$ cat config.mk
export PLATFORM = sky130hd
export DESIGN_NAME = lutram_search_flat
export DESIGN_NICKNAME = d
export VERILOG_FILES = /design/src/rtl/cam_pkg.sv /design/src/rtl/lutram_search_if.sv /design/src/rtl/masked_match.sv /design/src/rtl/lutram_search.sv /design/src/flat_wrapper.sv
export SDC_FILE = /design/constraint.sdc
export NUM_CORES = 1
export LEC_CHECK = 0
export CAP_MARGIN = 20
export CORE_MARGIN = 5
export CORE_UTILIZATION = 47
export CTS_CLUSTER_DIAMETER = 150
export DETAILED_ROUTE_END_ITERATION = 8
export PLACE_DENSITY = 0.81
export SLEW_MARGIN = 20
export SYNTH_ARGS = -nofsm -noshare
export SYNTH_HDL_FRONTEND = slang
export SYNTH_SLANG_ARGS = --single-unit
export TNS_END_PERCENT = 1
$ cat constraint.sdc
create_clock -name clk -period 2 [get_ports clk]
set_input_delay 0.3 -clock clk [delete_from_list [all_inputs] [get_ports clk]]
set_output_delay 0.3 -clock clk [all_outputs]
set_load 0.05 [all_outputs]
$ cat src/rtl/cam_pkg.sv
// Shared CAM definitions used by the search engine.
package cam_pkg;

  typedef enum logic [1:0] {IDLE, SCAN, RESP} search_state_t;

endpackage

$ cat src/rtl/lutram_search_if.sv
// Request/response and LUTRAM read-port bundle for lutram_search.
interface lutram_search_if #(
  parameter int unsigned Depth = 64,
  parameter int unsigned Width = 8
);
  localparam int unsigned AddrW = $clog2(Depth);
  localparam int unsigned CntW  = $clog2(Depth + 1);

  logic             req_valid;
  logic             req_ready;
  logic [Width-1:0] req_key;
  logic [Width-1:0] req_mask;
  logic [AddrW-1:0] ram_addr;
  logic [Width-1:0] ram_rdata;
  logic             resp_valid;
  logic             resp_ready;
  logic             resp_hit;
  logic [AddrW-1:0] resp_addr;
  logic [CntW-1:0]  resp_count;

  // Master issues requests, consumes results and supplies RAM read data.
  modport master (
    output req_valid, req_key, req_mask, resp_ready, ram_rdata,
    input  req_ready, ram_addr, resp_valid, resp_hit, resp_addr, resp_count
  );

  modport slave (
    input  req_valid, req_key, req_mask, resp_ready, ram_rdata,
    output req_ready, ram_addr, resp_valid, resp_hit, resp_addr, resp_count
  );

endinterface

$ cat src/rtl/masked_match.sv
// Combinational masked compare: bits with mask=0 are don't-care.
module masked_match #(
  parameter int unsigned Width = 8
) (
  input  logic [Width-1:0] data,
  input  logic [Width-1:0] key,
  input  logic [Width-1:0] mask,
  output logic             match
);

  assign match = ((data ^ key) & mask) == '0;

endmodule

$ cat src/rtl/lutram_search.sv
// Sequential masked search over an external LUTRAM: one address per cycle,
// reports lowest matching address, hit flag and match count.
module lutram_search
  import cam_pkg::*;
#(
  parameter int unsigned Depth = 64,
  parameter int unsigned Width = 8
) (
  input logic            clk,
  input logic            rst,
  lutram_search_if.slave bus
);

  localparam int unsigned AddrW = $clog2(Depth);
  localparam int unsigned CntW  = $clog2(Depth + 1);
  localparam logic [AddrW-1:0] LastAddr = AddrW'(Depth - 1);

  search_state_t    state_q, state_d;
  logic [Width-1:0] key_q, mask_q;
  logic [AddrW-1:0] addr_q, first_q;
  logic             hit_q;
  logic [CntW-1:0]  count_q;
  logic             match;

  masked_match #(
    .Width(Width)
  ) u_match (
    .data  (bus.ram_rdata),
    .key   (key_q),
    .mask  (mask_q),
    .match (match)
  );

  always_ff @(posedge clk) begin
    if (rst) state_q <= IDLE;
    else     state_q <= state_d;
  end

  always_comb begin
    state_d = state_q;
    case (state_q)
      IDLE:    if (bus.req_valid) state_d = SCAN;
      SCAN:    if (addr_q == LastAddr) state_d = RESP;
      RESP:    if (bus.resp_ready) state_d = IDLE;
      default: state_d = IDLE;
    endcase
  end

  // Result registers are cleared on accept and stay put outside SCAN.
  always_ff @(posedge clk) begin
    if (rst) begin
      key_q   <= '0;
      mask_q  <= '0;
      addr_q  <= '0;
      first_q <= '0;
      hit_q   <= 1'b0;
      count_q <= '0;
    end else begin
      case (state_q)
        IDLE: begin
          if (bus.req_valid) begin
            key_q   <= bus.req_key;
            mask_q  <= bus.req_mask;
            addr_q  <= '0;
            first_q <= '0;
            hit_q   <= 1'b0;
            count_q <= '0;
          end
        end
        SCAN: begin
          if (match) begin
            count_q <= count_q + CntW'(1);
            if (!hit_q) begin
              hit_q   <= 1'b1;
              first_q <= addr_q;
            end
          end
          if (addr_q != LastAddr) addr_q <= addr_q + AddrW'(1);
        end
        default: ;
      endcase
    end
  end

  always_comb begin
    bus.req_ready  = 1'b0;
    bus.resp_valid = 1'b0;
    bus.ram_addr   = '0;
    case (state_q)
      IDLE:    bus.req_ready  = !rst;
      SCAN:    bus.ram_addr   = addr_q;
      RESP:    bus.resp_valid = 1'b1;
      default: ;
    endcase
  end

  assign bus.resp_hit   = hit_q;
  assign bus.resp_addr  = first_q;
  assign bus.resp_count = count_q;

endmodule
$ cat src/flat_wrapper.sv
// flat-port wrapper written by rule: the top's interface ports become plain ports
module lutram_search_flat import cam_pkg::*;
#(
  parameter int unsigned Depth = 64,
  parameter int unsigned Width = 8
)
  (clk, rst, bus_req_valid, bus_req_key, bus_req_mask, bus_resp_ready, bus_ram_rdata, bus_req_ready, bus_ram_addr, bus_resp_valid, bus_resp_hit, bus_resp_addr, bus_resp_count);
  lutram_search_if #(.Depth(Depth), .Width(Width)) bus_i ();
  input logic clk;
  input logic rst;
  input wire logic [$bits(bus_i.req_valid)-1:0] bus_req_valid;
  input wire logic [$bits(bus_i.req_key)-1:0] bus_req_key;
  input wire logic [$bits(bus_i.req_mask)-1:0] bus_req_mask;
  input wire logic [$bits(bus_i.resp_ready)-1:0] bus_resp_ready;
  input wire logic [$bits(bus_i.ram_rdata)-1:0] bus_ram_rdata;
  output wire logic [$bits(bus_i.req_ready)-1:0] bus_req_ready;
  output wire logic [$bits(bus_i.ram_addr)-1:0] bus_ram_addr;
  output wire logic [$bits(bus_i.resp_valid)-1:0] bus_resp_valid;
  output wire logic [$bits(bus_i.resp_hit)-1:0] bus_resp_hit;
  output wire logic [$bits(bus_i.resp_addr)-1:0] bus_resp_addr;
  output wire logic [$bits(bus_i.resp_count)-1:0] bus_resp_count;
  assign bus_i.req_valid = bus_req_valid;
  assign bus_i.req_key = bus_req_key;
  assign bus_i.req_mask = bus_req_mask;
  assign bus_i.resp_ready = bus_resp_ready;
  assign bus_i.ram_rdata = bus_ram_rdata;
  assign bus_req_ready = bus_i.req_ready;
  assign bus_ram_addr = bus_i.ram_addr;
  assign bus_resp_valid = bus_i.resp_valid;
  assign bus_resp_hit = bus_i.resp_hit;
  assign bus_resp_addr = bus_i.resp_addr;
  assign bus_resp_count = bus_i.resp_count;
  lutram_search #(.Depth(Depth), .Width(Width)) u_core (.clk(clk), .rst(rst), .bus(bus_i));
endmodule
==> metrics.cfg, run 1 <==
[timing]
final-hold-violation-count=0
skew_ps=5.681
slew_viol_final=0
fmax_ghz=0.5386
slew_headroom_pct=66.12
fin_ws_ps=143.3
period_share_pct=92.84
finalCriticalPeriod_ps=1857
rsz0062_at_grt=false
fin_hold_ws_ps=469.3
setup_viol=0
worst_pin_slew_ps=506.7

[place]
port_buffers=49
gp_congestion=0.8297
dpl.cell_count=321
pre_cts_slack_ps=-111.3
hpwl_um=3519

[die]
die_area_um2=5221
core_um2=3716
initial_core_util_pct=49.02
die_y_um=72.26
rows=22
die_x_um=72.26
ios=50

[cts]
cts_resized=0
clock_path_buffers=2
numCtsBuffers=5
postCtsSetupRepairBufs=0
path_clk_slew_ps=80
htreeDepth=2
cts-root-buf=clkbuf_8
hold_buffers=0
tritoncts=built
cts.sinks=38
insertion_delay_ps=300

[detailed_routing]
ant_nets=0
wirelength_um=4700
vias_per_cell=5.660
drcViolationCount=0
first_iter_violations=239
wire_per_inst_um=14.29
first_pass_iters=4
num_vias=1862

[yosys]
synth_area_leaders=dfxtp_1, nand2_1, xor2_1
yosys_warnings=0
ys.flop_type=dfxtp_1
ys_async_sr_fraction_pct=0
yosysTopAreaCell=dfxtp_1
synth_top_area_share_pct=41.76
syn_area_per_cell_um2=8.169
ys_seq_elements=38
syn_area_um2=1822
yosysMostFrequentCell=dfxtp_1
synthesis.nets=253
synth_cell_types=33
yosysSeqAreaShare_pct=41.76
synth_edf_count=0
yosys-top-cells-count=dfxtp_1, nand2_1, a21oi_1, nand3_1, xor2_1
synth_cells=223

[worst_setup_path]
critPathMaxStageDelay_ps=840
required_ps=1700
arrival_ps=1560
start_kind=register
r2r_cells=5
crit_type=register to primary output
critPathMaxFanout=6
cp-endpoint=bus_resp_count[3]
cp-end-kind=primary output
worstPathCellList=clkdlybuf4s50_1
r2r_start=u_core.bus.resp_count[0]
slowest_stage=clkdlybuf4s50_1
crit_start=u_core.bus.resp_count[3]
worst-path-buf-inv=1
r2r_end=u_core.bus.resp_count[6]
cp.depth=1
critPathTopFamily=buffers and inverters
r2r_slack_ps=210

[layout]
syn2layout_area_growth_pct=43.82
utilization_pct=70.51
fin_nets=310
num_antenna_cells=0
n_fill_cell=301
finish.cell_count_without_fillers=329
drive_gt1_share_pct=13.52

[global_route]
grt_usage_pct=18.44
overflow=0
grt_pass1_vias=1663
grt_max_degree=22
grt_antenna_before_repair=0
grt_pass1_wl_um=7624

[pwr]
peakVddDrop_uv=451.4
cellLeakagePower_uw=0.0009870
finalPower_uw=1772
power_density_nw_per_um2=676.3

[run]
cap_violations=0

[hold_path]
hold_class=register to register

[run_status]
status=finished clean

-- layout make-up --
cell class | count | area [µm²] | area share (%)
well taps | 48 | 60.06 | 2.292
clock buffers | 5 | 68.82 | 2.627
multi-input cells | 169 | 1005 | 38.35
flip-flops and latches | 38 | 760.7 | 29.04
clock inverters | 3 | 40.04 | 1.528
repair buffers | 66 | 685.7 | 26.17
-- power by group --
part | internal (µW) | total [µW] | switching (µW) | leakage, µW
sequential | 785 | 808 | 23.3 | 0.000309
combinational | 150 | 324 | 173 | 0.000620
clock | 367 | 640 | 274 | 0.0000579
-- sequential cells by signal, summed over array words and instances, names as in the netlist --
name / flops
u_core.state_q: 2
u_core.bus.resp_addr: 6
u_core.bus.resp_hit: 1
u_core.bus.resp_count: 7
u_core.mask_q: 8
u_core.addr_q: 6
u_core.key_q: 8
-- worst register-to-register path, delay by kind of cell, from the launching register on --
family	cells	cell delay, ps
simple gates	3	890
flops	1	420
fa+ha+maj	1	220
compound gates	1	190
-- per-layer routing --
metal  vias to the layer above  GRT usage (%)  part of all wire (%)
met2                        64          30.84                    51
met4                         0          6.472                   1.6
li1                        910              -                     -
met5                         -              0                     0
met3                         8          4.571                   6.1
met1                       880          22.97                    42
-- layout by cell type, fill, tap and decap left out, types with 7 or more instances in the layout --
cell type,count
a21oi_1,19
and2_1,8
buf_12,7
buf_4,18
clkdlybuf4s50_1,41
dfxtp_1,38
nand2_1,37
nand3_1,13
nand3b_1,8
nand4_1,7
nor2_1,7
o211ai_1,7
o21ai_0,7
xor2_1,12
-- through the flow --
step / TNS, ps / instance area (µm²)
after detailed placement: -187.3 / 2511
after global routing: 0 / 2620
final: 0 / 2620
after CTS: 0 / 2620
after global placement: -105.3 / 2511
after floorplan: 0 / 1827
-- cell families after synthesis --
logic type	after synthesis	share of synthesized area (%)
buffers and inverters	16	3.365
XOR/XNOR	12	5.769
flip-flops	38	41.76
AND/OR/NAND/NOR	105	30.15
multiplexers	1	0.5495
adder cells (fa/ha/maj)	2	1.373
AO/OA/AOI/OAI	49	17.03
-- how the worst min path moves through the flow --
stage / startpoint / end / depth (start not counted)
2_1_floorplan: bus_req_mask[0] / u_core.mask_q[0] / 2
3_3_place_gp: u_core.mask_q[6] / u_core.mask_q[6] / 2
3_5_place_dp: u_core.mask_q[1] / u_core.mask_q[1] / 2
4_1_cts: u_core.mask_q[1] / u_core.mask_q[1] / 2
5_1_grt: u_core.mask_q[1] / u_core.mask_q[1] / 2
6_report: u_core.mask_q[1] / u_core.mask_q[1] / 2
No activity file was read; power rests on OpenSTA's default activity.
==> run 2: changes to the inputs <==
--- a/config.mk
+++ b/config.mk
@@ -7,10 +7,11 @@
 export LEC_CHECK = 0
 export CAP_MARGIN = 20
 export CORE_MARGIN = 5
-export CORE_UTILIZATION = 47
+export CORE_UTILIZATION = 51
 export CTS_CLUSTER_DIAMETER = 150
 export DETAILED_ROUTE_END_ITERATION = 8
-export PLACE_DENSITY = 0.81
+export MAX_ROUTING_LAYER = met4
+export PLACE_DENSITY = 0.87
 export SLEW_MARGIN = 20
 export SYNTH_ARGS = -nofsm -noshare
 export SYNTH_HDL_FRONTEND = slang
==> constraint.sdc (replaced) <==
create_clock -name clk -period 2.37 [get_ports clk]
set_input_delay 0.3555 -clock clk [delete_from_list [all_inputs] [get_ports clk]]
set_output_delay 0.3555 -clock clk [all_outputs]
set_load 0.05 [all_outputs]
==> run 2 against run 1 <==
  * Clock-buffer cell count is 2 higher
  * Non-clock buffer count is 8 lower
  * Sequential share of layout area is 1.1 points higher
  * Global-route usage is 0.23 points higher
  * Final area is 3.8% lower
  * Clock skew is 6.7 ps higher
  * Combinational power is 23% lower
  * Via count is 4.9% lower
  * Power is 23% lower
  * Sequential power is 15% lower
  * Flip-flop and latch count stayed put
==> metrics.cfg, run 2 (same netlist as run 1, synthesis figures left out) <==
[detailed_routing]
drcViolationCount=0  ; unchanged
num_vias=1770  ; -4.9%
ant_nets=0  ; unchanged
first_pass_iters=4  ; unchanged
wirelength_um=4445  ; -5.4%
wire_per_inst_um=13.93  ; -2.5%
first_iter_violations=236  ; -1.3%
vias_per_cell=5.549  ; -2.0%

[global_route]
grt_usage_pct=18.67  ; +0.23 points
overflow=0  ; unchanged
grt_pass1_wl_um=7203  ; -5.5%
grt_antenna_before_repair=0  ; unchanged
grt_pass1_vias=1562  ; -6.1%
grt_max_degree=26  ; +18%

[pwr]
cellLeakagePower_uw=0.0009251  ; -6.3%
power_density_nw_per_um2=539.6  ; -20%
finalPower_uw=1360  ; -23%
peakVddDrop_uv=352.1  ; -22%

[cts]
hold_buffers=0  ; unchanged
path_clk_slew_ps=110  ; +30 ps
insertion_delay_ps=350  ; +50 ps
cts.sinks=38  ; unchanged
postCtsSetupRepairBufs=0  ; unchanged
htreeDepth=2  ; unchanged
tritoncts=built
cts-root-buf=clkbuf_4
numCtsBuffers=5  ; unchanged
clock_path_buffers=2  ; unchanged
cts_resized=0  ; unchanged

[worst_setup_path]
crit_start=u_core.state_q[1]
cp-end-kind=primary output
arrival_ps=1750  ; +190 ps
critPathMaxFanout=5  ; -1
start_kind=register
required_ps=2010  ; +310 ps
cp-endpoint=bus_resp_valid
crit_type=register to primary output
r2r_end=u_core.bus.resp_count[4]
r2r_start=u_core.key_q[6]
r2r_slack_ps=540  ; +330 ps
r2r_cells=5  ; unchanged

[timing]
final-hold-violation-count=0  ; unchanged
slew_viol_final=0  ; unchanged
period_share_pct=88.89
slew_headroom_pct=59.59  ; -6.5 points
fin_hold_ws_ps=470.9  ; +1.584 ps
finalCriticalPeriod_ps=2107
worst_pin_slew_ps=603.3  ; +96.65 ps
tns_ps=0  ; unchanged
skew_ps=12.43  ; +6.749 ps
fin_ws_ps=263.4  ; +120.1 ps
fmax_ghz=0.4747
rsz0062_at_grt=false
setup_viol=0  ; unchanged

[place]
pre_cts_slack_ps=124.4  ; +235.7 ps
hpwl_um=3278  ; -6.8%
port_buffers=49  ; unchanged
gp_congestion=0.8656  ; +4.3%

[layout]
utilization_pct=74.38  ; +3.9 points
fin_nets=302  ; -2.6%
n_fill_cell=261  ; -13%
final_cell_mix=clkdlybuf4s50_1, dfxtp_1, nand2_1
syn2layout_area_growth_pct=38.39
drive_gt1_share_pct=9.524  ; -4.0 points
num_antenna_cells=0  ; unchanged
final_common_cell=clkdlybuf4s50_1

[run_status]
status=finished clean

[run]
cap_violations=0  ; unchanged

[die]
die_area_um2=4867  ; -6.8%
die_x_um=69.77  ; -3.4%
initial_core_util_pct=53.75  ; +4.7 points
ios=50  ; unchanged
die_y_um=69.77  ; -3.4%
rows=21  ; -4.5%
core_um2=3390  ; -8.8%

[hold_path]
hold_depth=2  ; unchanged
hold_class=register to register

==> run 2: how the worst min path moves through the flow <==
| stage | from | end |
|---|---|---|
| 6_report | u_core.mask_q[2] | u_core.mask_q[2] |
| 2_1_floorplan | u_core.mask_q[0] | u_core.mask_q[0] |
| 3_3_place_gp | u_core.mask_q[1] | u_core.mask_q[1] |
| 4_1_cts | u_core.mask_q[2] | u_core.mask_q[2] |
| 5_1_grt | u_core.mask_q[5] | u_core.mask_q[5] |
| 3_5_place_dp | u_core.mask_q[2] | u_core.mask_q[2] |
==> run 2: power by group <==
| group | switching (µW) | internal (µW) | leakage [µW] |
|---|---|---|---|
| clock | 205 | 224 | 0.0000395 |
| combinational | 139 | 110 | 0.000576 |
| sequential | 20.3 | 662 | 0.000309 |
==> run 2: per-stage QoR <==
stage	instances	instance area, µm²
finish	319	2521
global route	319	2521
CTS	319	2521
detailed placement	311	2446
global placement	311	2446
floorplan	223	1822
==> run 2: area by class of cell <==
type                       count  area (µm²)  area share [%]
clock inverter                 1       30.03           1.191
clock buffer                   7       45.04           1.787
timing repair buffer          58       628.1           24.91
multi-input combinational    169       999.7           39.65
sequential                    38       760.7           30.17
tap                           46       57.56           2.283
==> run 2: metal layers <==
layer	GRT usage (%)	part of all wire [%]	vias up
met4	7.872	1.6	0
met2	29.28	50	58
met3	5.072	5.2	6
li1	-	-	894
met5	-	0	-
met1	22.51	43	812
==> run 2: critical path, cell delays in order (launching register included) <==
cell	delay [ps]
dfxtp_1	400
nor2b_1	190
clkdlybuf4s50_1	820
==> run 3: changes to the inputs <==
--- a/config.mk
+++ b/config.mk
@@ -6,7 +6,7 @@
 export NUM_CORES = 1
 export LEC_CHECK = 0
 export CAP_MARGIN = 20
-export CORE_MARGIN = 5
+export CORE_ASPECT_RATIO = 0.5
 export CORE_UTILIZATION = 51
 export CTS_CLUSTER_DIAMETER = 150
 export DETAILED_ROUTE_END_ITERATION = 8
==> run 3 against run 2 <==
  * Final area shrank 2.2%
  * First-iteration DRC count shrank 47%
  * Maximum frequency grew 4.4%
  * Via count grew 3.3%
  * Clock power grew 5.4%
  * Clock skew shrank 7.9 ps
  * Cell count grew 0.63%
==> metrics.cfg, run 3 (same netlist as run 1, synthesis figures left out) <==
[place]
port_buffers=49  ; unchanged
hpwl_um=3312  ; +1.0%
gp_congestion=0.8184  ; -5.5%
dpl.cell_count=313  ; +0.64%

[worst_setup_path]
r2r_end=u_core.addr_q[2]
r2r_cells=5  ; unchanged
critPathMaxFanout=5  ; unchanged
worstPathCellList=nor2b_1, clkdlybuf4s50_1
r2r_start=u_core.addr_q[0]
critPathMaxStageDelay_ps=810  ; about the same
r2r_slack_ps=450  ; -90 ps
required_ps=2010  ; about the same
cp-end-kind=primary output
arrival_ps=1660  ; -90 ps
crit_type=register to primary output
slowest_stage=clkdlybuf4s50_1
start_kind=register

[global_route]
grt_max_degree=28  ; +7.7%
grt_usage_pct=27.68  ; +9.0 points
grt_pass1_vias=1731  ; +11%
grt_antenna_before_repair=0  ; unchanged
grt_pass1_wl_um=7769  ; +7.9%
overflow=0  ; unchanged

[timing]
setup_viol=0  ; unchanged
rsz0062_at_grt=false
skew_ps=4.541  ; -7.889 ps
final-hold-violation-count=0  ; unchanged
period_share_pct=85.15  ; -3.7 points
tns_ps=0  ; unchanged
finalCriticalPeriod_ps=2018  ; -88.49 ps
worst_pin_slew_ps=623.8  ; +20.48 ps
fmax_ghz=0.4955  ; +4.4%
slew_viol_final=0  ; unchanged
slew_headroom_pct=58.22  ; -1.4 points

[detailed_routing]
num_vias=1829  ; +3.3%
vias_per_cell=5.698  ; +2.7%
first_iter_violations=124  ; -47%
ant_nets=0  ; unchanged
wire_per_inst_um=14.41  ; +3.4%
first_pass_iters=4  ; unchanged
drcViolationCount=0  ; unchanged
wirelength_um=4626  ; +4.1%

[layout]
finish.cell_count_without_fillers=321  ; +0.63%
n_fill_cell=234  ; -10%
final_common_cell=clkdlybuf4s50_1
drive_gt1_share_pct=9.890  ; +0.37 points
final_cell_mix=clkdlybuf4s50_1, dfxtp_1, nand2_1
syn2layout_area_growth_pct=35.30
num_antenna_cells=0  ; unchanged
fin_nets=302  ; unchanged

[pwr]
power_density_nw_per_um2=561.8  ; +4.1%
peakVddDrop_uv=451.9  ; +28%
cellLeakagePower_uw=0.0009180  ; -0.76%

[cts]
postCtsSetupRepairBufs=0  ; unchanged
clock_path_buffers=2  ; unchanged
tritoncts=built
cts.sinks=38  ; unchanged
cts-root-buf=clkbuf_8
numCtsBuffers=5  ; unchanged
insertion_delay_ps=290  ; -60 ps
cts_resized=0  ; unchanged
htreeDepth=2  ; unchanged
hold_buffers=0  ; unchanged
path_clk_slew_ps=70  ; -40 ps

[run]
cap_violations=0  ; unchanged

[die]
die_area_um2=3829  ; -21%
die_x_um=86.52  ; +24%
rows=14  ; -33%
die_y_um=44.26  ; -37%
initial_core_util_pct=57.14  ; +3.4 points
ios=50  ; unchanged
core_um2=3188  ; -5.9%

[hold_path]
min_to=u_core.mask_q[2]
hold_depth=2  ; unchanged
worstHoldStart=u_core.mask_q[2]
hold_class=register to register

[run_status]
status=finished clean

## run 3: cell types whose count changed in the layout (fill, tap and decap cells not counted)
| cell | change |
|---|---|
| clkbuf_4 | -5 |
| clkbuf_8 | +6 |
| bufinv_16 | -1 |
| buf_4 | +6 |
| buf_12 | -6 |
| clkinv_2 | +1 |
| clkbuf_1 | -1 |
## run 3: area by class of cell
class	count	area [µm²]	area share [%]
clock inverters	1	5.005	0.2030
clock buffers	7	86.33	3.503
repair buffers	58	553.0	22.44
flip-flops and latches	38	760.7	30.86
well taps	48	60.06	2.437
multi-input cells	169	999.7	40.56
## run 3: routing by layer
| metal | routed length [µm] | global-route usage, % | vias up | part of all wire [%] |
|---|---|---|---|---|
| met5 | 0 | - | - | 0 |
| met4 | 67 | 11.67 | 0 | 1.4 |
| met3 | 288 | 5.784 | 9 | 6.2 |
| met2 | 2198 | 46.51 | 72 | 48 |
| met1 | 2071 | 33.10 | 850 | 45 |
| li1 | - | - | 898 | - |
## run 3: worst max-delay path by stage
| stage | startpoint | end | slack [ps] |
|---|---|---|---|
| after floorplan | rst | bus_req_ready | 210 |
| after global placement | bus_ram_rdata[6] | u_core.bus.resp_count[4] | 200 |
| after detailed placement | bus_ram_rdata[1] | u_core.bus.resp_count[6] | 150 |
| after CTS | u_core.state_q[1] | bus_resp_valid | 350 |
| after global routing | u_core.state_q[1] | bus_resp_valid | 270 |
| final | u_core.state_q[1] | bus_resp_valid | 350 |
## run 3: critical path: cells and delay by family, from the launching register on
kind                   cells  cell delay, ps
buffers and inverters      1             810
flip-flops                 1             390
AND/OR/NAND/NOR            1             170
## run 3: where the power goes
| group | total, µW | internal [µW] | leakage (µW) | switching (µW) |
|---|---|---|---|---|
| clock network | 452 | 234 | 0.0000482 | 217 |
| logic | 250 | 106 | 0.000560 | 144 |
| registers | 683 | 662 | 0.000309 | 20.7 |
| total | 1380 | 1000 | 0.000918 | 382 |
## run 3: per-stage QoR
stage	area [µm²]	setup slack, ps	hold slack (ps)	util, %	power (µW)
6_report	2465	351.9	466.2	77.32	1385
3_5_place_dp	2374	147.3	460.2	74.45	943.0
5_1_grt	2465	266.2	492.7	77.32	1442
4_1_cts	2465	345.5	470.2	77.32	1387
3_3_place_gp	2374	201.1	445.0	74.45	934.1
2_1_floorplan	1822	213.1	436.0	-	835.6
